[src/rtl/core_pkg.sv]
// Shared definitions for the RV core pipeline: load funct3 codes, default
// datapath width and the writeback result selector.
// Pure declarations; no logic, no latency, no flow control.
package core_pkg;

  localparam int XLEN_DEFAULT = 32;

  // Load size/sign encodings carried in funct3
  localparam logic [2:0] F3_LB  = 3'b000;
  localparam logic [2:0] F3_LH  = 3'b001;
  localparam logic [2:0] F3_LW  = 3'b010;
  localparam logic [2:0] F3_LD  = 3'b011;
  localparam logic [2:0] F3_LBU = 3'b100;
  localparam logic [2:0] F3_LHU = 3'b101;
  localparam logic [2:0] F3_LWU = 3'b110;

  typedef enum logic [2:0] {
    WB_ALU,
    WB_LOAD,
    WB_LUI,
    WB_AUIPC,
    WB_LINK
  } wb_sel_e;

endpackage

[src/rtl/load_extend.sv]
// Extracts a byte/half/word/double from an aligned memory word and extends it.
// Purely combinational, zero latency.
// No flow control; output follows inputs.
module load_extend
  import core_pkg::*;
#(
  parameter int XLEN = XLEN_DEFAULT,
  localparam int OFF_W = $clog2(XLEN/8)
) (
  input  logic [2:0]       funct3,
  input  logic [OFF_W-1:0] byte_off,
  input  logic [XLEN-1:0]  raw,
  output logic [XLEN-1:0]  data
);

  logic [OFF_W-1:0] eff_off;
  logic [XLEN-1:0]  shifted;

  // Align the offset to the access size, shift the wanted lane down, then extend
  always_comb begin
    eff_off = byte_off;
    case (funct3)
      F3_LB, F3_LBU: ;
      F3_LH, F3_LHU: eff_off[0] = 1'b0;
      F3_LD: begin
        if (XLEN == 64) eff_off = '0;
        else            eff_off[1:0] = 2'b00;
      end
      default: eff_off[1:0] = 2'b00;
    endcase

    shifted = raw >> {eff_off, 3'b000};

    case (funct3)
      F3_LB:  data = XLEN'($signed(shifted[7:0]));
      F3_LBU: data = XLEN'(shifted[7:0]);
      F3_LH:  data = XLEN'($signed(shifted[15:0]));
      F3_LHU: data = XLEN'(shifted[15:0]);
      F3_LWU: begin
        // Unsigned word only exists on RV64; on RV32 it degrades to LW
        if (XLEN == 64) data = XLEN'(shifted[31:0]);
        else            data = XLEN'($signed(shifted[31:0]));
      end
      F3_LD: begin
        if (XLEN == 64) data = shifted;
        else            data = XLEN'($signed(shifted[31:0]));
      end
      default: data = XLEN'($signed(shifted[31:0]));
    endcase
  end

endmodule

[src/rtl/wb_stage_pipe.sv]
// Writeback stage: MEM/WB register, result select, load extension, retire count.
// One cycle from MEM inputs to outputs; outputs depend on WB registers only.
// Stall holds the register, flush kills the captured instruction.
module wb_stage_pipe
  import core_pkg::*;
#(
  parameter int XLEN   = XLEN_DEFAULT,
  parameter int REG_AW = 5,
  parameter int CNT_W  = 32,
  localparam int OFF_W = $clog2(XLEN/8)
) (
  input  logic              i_clk,
  input  logic              i_rst,
  input  logic              i_valid,
  input  logic              i_stall,
  input  logic              i_flush,
  input  logic              i_reg_write,
  input  logic              i_mem_read,
  input  logic              i_is_lui,
  input  logic              i_is_auipc,
  input  logic              i_jump,
  input  logic [2:0]        i_funct3,
  input  logic [OFF_W-1:0]  i_byte_off,
  input  logic [REG_AW-1:0] i_rd_addr,
  input  logic [XLEN-1:0]   i_mem_data,
  input  logic [XLEN-1:0]   i_alu_result,
  input  logic [XLEN-1:0]   i_pc,
  input  logic [XLEN-1:0]   i_pc_plus4,
  input  logic [XLEN-1:0]   i_imm,
  output logic              o_valid,
  output logic              o_rd_we,
  output logic [REG_AW-1:0] o_rd_addr,
  output logic [XLEN-1:0]   o_rd_data,
  output logic [CNT_W-1:0]  o_retire_cnt
);

  typedef struct packed {
    logic              valid;
    logic              reg_write;
    logic              mem_read;
    logic              is_lui;
    logic              is_auipc;
    logic              jump;
    logic [2:0]        funct3;
    logic [OFF_W-1:0]  byte_off;
    logic [REG_AW-1:0] rd_addr;
    logic [XLEN-1:0]   mem_data;
    logic [XLEN-1:0]   alu_result;
    logic [XLEN-1:0]   pc;
    logic [XLEN-1:0]   pc_plus4;
    logic [XLEN-1:0]   imm;
  } wb_reg_t;

  wb_reg_t          wb_q;
  logic [CNT_W-1:0] retire_q;
  wb_sel_e          wb_sel;
  logic [XLEN-1:0]  load_data;
  logic [XLEN-1:0]  rd_data;

  // Pipeline register and retire counter; the resident instruction retires when it leaves
  always_ff @(posedge i_clk) begin
    if (i_rst) begin
      wb_q     <= '0;
      retire_q <= '0;
    end else begin
      if (wb_q.valid && (!i_stall || i_flush)) retire_q <= retire_q + CNT_W'(1);
      if (i_flush) begin
        wb_q.valid <= 1'b0;
      end else if (!i_stall) begin
        wb_q <= '{valid:      i_valid,
                  reg_write:  i_reg_write,
                  mem_read:   i_mem_read,
                  is_lui:     i_is_lui,
                  is_auipc:   i_is_auipc,
                  jump:       i_jump,
                  funct3:     i_funct3,
                  byte_off:   i_byte_off,
                  rd_addr:    i_rd_addr,
                  mem_data:   i_mem_data,
                  alu_result: i_alu_result,
                  pc:         i_pc,
                  pc_plus4:   i_pc_plus4,
                  imm:        i_imm};
      end
    end
  end

  load_extend #(.XLEN(XLEN)) u_load_extend (
    .funct3   (wb_q.funct3),
    .byte_off (wb_q.byte_off),
    .raw      (wb_q.mem_data),
    .data     (load_data)
  );

  // Result source priority: link, LUI, AUIPC, load, ALU
  always_comb begin
    wb_sel = WB_ALU;
    if      (wb_q.jump)     wb_sel = WB_LINK;
    else if (wb_q.is_lui)   wb_sel = WB_LUI;
    else if (wb_q.is_auipc) wb_sel = WB_AUIPC;
    else if (wb_q.mem_read) wb_sel = WB_LOAD;
  end

  // Writeback data mux; AUIPC sum wraps at XLEN bits
  always_comb begin
    case (wb_sel)
      WB_LINK:  rd_data = wb_q.pc_plus4;
      WB_LUI:   rd_data = wb_q.imm;
      WB_AUIPC: rd_data = wb_q.pc + wb_q.imm;
      WB_LOAD:  rd_data = load_data;
      default:  rd_data = wb_q.alu_result;
    endcase
  end

  assign o_valid      = wb_q.valid;
  assign o_rd_we      = wb_q.valid & wb_q.reg_write & (wb_q.rd_addr != '0);
  assign o_rd_addr    = wb_q.rd_addr;
  assign o_rd_data    = rd_data;
  assign o_retire_cnt = retire_q;

endmodule

[config.mk]
export PLATFORM = sky130hd
export DESIGN_NAME = wb_stage_pipe
export DESIGN_NICKNAME = d
export VERILOG_FILES = /design/src/rtl/core_pkg.sv /design/src/rtl/load_extend.sv /design/src/rtl/wb_stage_pipe.sv
export SDC_FILE = /design/constraint.sdc
export NUM_CORES = 1
export LEC_CHECK = 0
export CAP_MARGIN = 25
export CORE_MARGIN = 2
export CORE_UTILIZATION = 55
export DETAILED_ROUTE_END_ITERATION = 6
export PLACE_DENSITY_LB_ADDON = 0.08
export SLEW_MARGIN = 30
export SYNTH_ARGS = -nofsm -noshare
export SYNTH_HDL_FRONTEND = slang
export SYNTH_SLANG_ARGS = --single-unit
[constraint.sdc]
create_clock -name i_clk -period 8.5 [get_ports i_clk]
set_clock_uncertainty 0.15 [all_clocks]
set_input_delay 2.55 -clock i_clk [delete_from_list [all_inputs] [get_ports i_clk]]
set_output_delay 2.55 -clock i_clk [all_outputs]
set_load 0.01 [all_outputs]
==> flow_summary.toml, run 1 <==
[synthesis]
yosysWarnings = 0
syn_avg_cell_area_sq_um = 7.36
ys_async_sr_fraction = 0
syn_area_sq_mm = 0.0107
synth_seq_area_share = 0.390
yosys_most_used_dff = "dfxtp_1"
synth_cells = 1452
synth.distinct_cells = 67
ys_seq_elements = 208
syn_nets = 1665
synth-edff-count = 0

[clocking]
cts_resized = 0
post_cts_buffers = 0
holdBufCountCts = 0
insertion_delay_ps = 510
tritoncts = "yes"
root_buffer = "clkbuf_16"
h-tree-depth = 1
cts.path.max_buffers = 3
cts_sinks = 208
path_clk_slew_ps = 70
numCtsBuffers = 22

[worst_setup_path]
cp.arrival_ps = 4260
rrSetupSlack_ps = 5880
cp-startpoint = "wb_q[168]"
path_class = "register to output port"
worstPathCellList = "inv_1 -> nand2_1 -> nor2_1 -> o311ai_1 -> nand2_1 -> o21bai_1 -> a222oi_1 -> o22ai_1 -> clkdlybuf4s50_1"
timing.rr.start = "o_retire_cnt[8]"
cp_slowest_stage_delay_ps = 760
cp_max_fo = 19
crit_path_top_delay_cell = "dfxtp_1"
worst-path-buf-inv = 2
cp_common_cell = "nand2_1"
path_delay_family = "compound AO/OA/AOI/OAI gates"
worst-r2r-cell-count = 7
start_kind = "register"
cp-end-kind = "output port"
required_ps = 5800
r2r-end = "o_retire_cnt[29]"

[global_routing]
antenna_found_initial = 0
grt_usage = 0.334
grt_pass1_vias = 10300
grt_first_pass_wirelength_microns = 54300
grt-ovfl-total = 0
grt_max_degree = 141

[sta]
min_period_ps = 6960
rsz0062_at_grt = "no"
final_hold_viol_count = 0
drv_slew = 0
max_slew.worst_pin.slew_ps = 946
max_freq_mhz = 144
max_slew_margin = 0.368
period_share = 0.819
setup-tns-final_ps = 0
setup_viol = 0

[finish]
drive_above_1_share = 0.0401
seqCellArea_sq_mm = 0.00416
multi_input_area_sq_mm = 0.00608
design_area_sq_mm = 0.0139
area_growth_pct = 30.4
fillers = 1488
diodes = 0
final_cells = 1906
fin_util = 0.737
num-nets-final = 1844

[floorplan]
start_util = 0.565
core_sq_mm = 0.0189
dieHeight_microns = 143
dieArea_sq_mm = 0.0206
die_w_microns = 143
io_pins = 251
rows = 50

[pwr]
powerDensity_mw_per_mm2 = 174
ir_drop_mv = 0.161
p_leak_uw = 0.00517
total_power_uw = 2420

[placed_design]
placed_cell_area_sq_mm = 0.0132
hpwlAfterDp_microns = 25600
port_buffers = 250
dp.cells = 1867
place_congestion = 0.980

[min_path]
hold_path_depth = 2
min_from = "wb_q[53]"
hold_path_class = "register to register"
holdPathEnd = "wb_q[53]"

[route]
totalWireLength_microns = 35700
post_drt_via_cell_ratio = 5.85
drcViolationCount = 0
first_pass_iters = 6
dr.first_iter.drc_count = 956
ant_nets = 0
routedWlPerCell_microns = 18.7
vias = 11200

[flow_run]
maxCapViolCount = 0

[outcome]
status = "finished, final reports clean"
## through the flow
step,hold slack [ps],setup slack (ps)
final,306,1540
after global routing,326,1390
after CTS,306,1620
after detailed placement,297,2180
after global placement,291,2120
after floorplan,281,3220
## cell usage after synthesis, types with 4 or more instances
cell      count  area [sq um]
mux2i_1      13           130
buf_4         5          37.5
ha_1         32           400
clkbuf_1     91           342
o22ai_1       9          56.3
nor3_1       11          55.1
o21bai_1      7          52.6
inv_1        12          45.0
a41oi_1       4          35.0
nor4_1        5          31.3
a222oi_1      5          50.1
and2_1        5          31.3
o31ai_1       4          30.0
or3_1         9          56.3
xor2_1       31           272
nand2b_1     16           100
dfxtp_1     208          4160
a21o_1       13          97.6
nand3_1      25           125
buf_2         5          25.0
o21ai_0      53           265
and3_1        8          50.1
a21oi_1     246          1230
a22oi_1      12          90.1
xnor2_1      19           166
a211oi_1      7          52.6
nand2_1     415          1560
nor2b_1       8          50.1
nand4_1      11          68.8
a221oi_1     14           123
o21a_1        4          30.0
nor2_1       89           334
a31oi_1       8          50.1
## logic make-up (layout without fill, tap and decap cells)
group           count (synthesis)  in the layout  synth area share
mux                            16             16            0.0185
compound gates                415            415             0.229
simple gates                  613            613             0.239
buf+inv                       117            311            0.0436
xor+xnor                       50             50            0.0410
fa+ha+maj                      33             33            0.0394
flops                         208            208             0.390
## where the power goes
part           leakage (uW)  total, uW  switching [uW]  internal, uW
sequential          0.00170       1050            37.6          1010
clock              0.000364        974             399           575
combinational       0.00311        397             205           193
total               0.00517       2420             641          1780
## cell type report
| type | instances | share of cell area |
|---|---|---|
| tap | 260 | 0.0234 |
| multi-input combinational | 1127 | 0.436 |
| clock inverter | 7 | 0.00449 |
| sequential | 208 | 0.299 |
| clock buffer | 32 | 0.0481 |
| inverter | 12 | 0.00323 |
| timing repair buffer | 260 | 0.186 |
## worst max-delay path by stage
stage | end | slack [ps] | cells past startpoint
detailed placement | o_rd_data[9] | 2180 | 9
CTS | o_rd_data[9] | 1620 | 9
global placement | o_rd_data[16] | 2120 | 9
global route | o_rd_data[22] | 1390 | 9
floorplan | o_rd_data[26] | 3220 | 9
finish | o_rd_data[9] | 1540 | 9
## state kept, by name (all words and copies together) (netlist names)
signal / flops
o_valid: 1
o_rd_addr: 5
o_retire_cnt: 32
wb_q: 170
## routing by layer
metal  GRT usage  routed length, microns
met5      0.0251                      68
met4       0.122                    1330
met3      0.0566                    2970
met2       0.545                   16400
met1       0.446                   14900
## layout by cell type, fill, tap and decap left out, types with 8 or more instances in the layout
| cell | Yosys | layout |
|---|---|---|
| nand4_1 | 11 | 11 |
| clkdlybuf4s50_1 | 0 | 249 |
| nand2_1 | 415 | 414 |
| xnor2_1 | 19 | 19 |
| dfxtp_1 | 208 | 208 |
| o22ai_1 | 9 | 9 |
| o21ai_0 | 53 | 53 |
| ha_1 | 32 | 32 |
| buf_4 | 5 | 9 |
| nor3_1 | 11 | 11 |
| nor2_1 | 89 | 88 |
| inv_1 | 12 | 12 |
| clkbuf_16 | 0 | 23 |
| a21oi_1 | 246 | 245 |
| a221oi_1 | 14 | 14 |
| or3_1 | 9 | 9 |
| a21o_1 | 13 | 13 |
| nand3_1 | 25 | 25 |
| and3_1 | 8 | 8 |
| xor2_1 | 31 | 31 |
| a31oi_1 | 8 | 8 |
| nand2b_1 | 16 | 16 |
| mux2i_1 | 13 | 13 |
| a22oi_1 | 12 | 12 |
## worst reg2reg max path: stages (launching register included)
cell	delay (ps)
dfxtp_1	410
and3_1	220
and3_1	220
nand3_1	270
nor4_1	780
nor2b_1	250
xnor2_1	130
nor2_1	50
Note: power is estimated with default switching activity, not from simulation.
==> run 2, diff against run 1 <==
CORE_UTILIZATION = 51   (was 55)
clock period = 7.1 ns   (was 8.5 ns; I/O delays follow)
==> flow_summary.toml, run 2 (same netlist as run 1, synthesis figures left out) <==
[pwr]
powerDensity_mw_per_mm2 = 209
p_leak_uw = 0.00520
ir_drop_mv = 0.192
total_power_uw = 2930

[clocking]
h-tree-depth = 1
path_clk_slew_ps = 60
insertion_delay_ps = 530
holdBufCountCts = 0
cts_resized = 0
cts.path.max_buffers = 3
root_buffer = "clkbuf_16"
tritoncts = "yes"
cts_sinks = 208
numCtsBuffers = 24
post_cts_buffers = 0

[worst_setup_path]
cp.arrival_ps = 4170
required_ps = 4820
start_kind = "register"
cp_max_fo = 4
crit_path_top_delay_cell = "clkdlybuf4s50_1"
worstPathCellList = "ha_1 -> fa_1 -> a211o_1 -> a221oi_1 -> o21bai_1 -> a21oi_1 -> o21ai_0 -> a41oi_1 -> xor2_1 -> o211ai_1 -> clkdlybuf4s50_1"
cp_slowest_stage_delay_ps = 580
cp-end-kind = "output port"
path_class = "register to output port"

[finish]
area_growth_pct = 31.1
largest_reg_flops = 170
fillers = 1765
top_register = "wb_q"
design_area_sq_mm = 0.0140
num-nets-final = 1850
final_cell_mix = "nand2_1 (415), clkdlybuf4s50_1 (249), a21oi_1 (246)"
final_cells = 1918
diodes = 0
final_common_cell = "nand2_1"
drive_above_1_share = 0.0394

[floorplan]
dieArea_sq_mm = 0.0221
rows = 52
start_util = 0.525
core_sq_mm = 0.0204
die_w_microns = 149
io_pins = 251
dieHeight_microns = 149

[flow_run]
maxCapViolCount = 0

[sta]
final_hold_viol_count = 0
setup-tns-final_ps = 0
period_share = 0.908
max_freq_mhz = 155
rsz0062_at_grt = "no"
drv_slew = 0
final.setup.worst_slack_ps = 654
setup_viol = 0
min_period_ps = 6450
max_slew.worst_pin.slew_ps = 1010
max_slew_margin = 0.327

[global_routing]
antenna_found_initial = 0
grt_max_degree = 132
grt_first_pass_wirelength_microns = 54400
grt-ovfl-total = 0
grt_usage = 0.310
grt_pass1_vias = 10400

[placed_design]
dp.cells = 1881
dp_slack_ps = 1260
hpwlAfterDp_microns = 26200
placed_cell_area_sq_mm = 0.0132
port_buffers = 250
place_congestion = 0.951

[route]
post_drt_via_cell_ratio = 5.76
vias = 11000
dr.first_iter.drc_count = 918
drcViolationCount = 0
totalWireLength_microns = 35900
routedWlPerCell_microns = 18.7
ant_nets = 0
first_pass_iters = 7

[min_path]
hold_path_class = "register to register"

[outcome]
status = "finished, final reports clean"
[run 2: cell type report]
class | instances | area [sq um] | share of cell area
Clock buffer | 30 | 643 | 0.0459
Clock inverter | 7 | 103 | 0.00733
Inverter | 12 | 45.0 | 0.00322
Multi-Input combinational cell | 1127 | 6080 | 0.434
Sequential cell | 208 | 4160 | 0.297
Tap cell | 270 | 338 | 0.0241
Timing Repair Buffer | 264 | 2630 | 0.188
[run 2: stage by stage]
step	hold slack, ps	utilization
4_1_cts	308	0.687
3_3_place_gp	293	0.649
2_1_floorplan	281	-
3_5_place_dp	300	0.650
6_report	307	0.688
5_1_grt	327	0.688
[run 2: path summary, 6_finish.rpt]
check,start,end,slack (ps),cells past startpoint
min,wb_q[104],wb_q[104],310,2
max reg2reg,o_retire_cnt[8],o_retire_cnt[29],4510,7
max,wb_q[0],o_rd_data[28],650,11
min reg2reg,wb_q[104],wb_q[104],310,2
[run 2: layer usage]
layer,GRT usage,up-vias,wire length [microns]
met5,0,-,0
li1,-,5363,-
met3,0.0511,70,2830
met2,0.516,438,16600
met4,0.0914,0,1080
met1,0.417,5174,15300
[run 2: power by group]
group / internal [uW] / switching [uW] / total (uW) / leakage, uW
sequential: 1210 / 42.4 / 1260 / 0.00170
combinational: 233 / 252 / 486 / 0.00314
clock: 709 / 482 / 1190 / 0.000368
[run 2: critical path, delay by kind of cell (launching register included)]
family                     cells  cell delay [ps]
buffers and inverters          1              580
AOI/OAI and AO/OA              7             1960
DFF                            1              320
adders and majority gates      2              670
xor gates and xnor gates       1              110
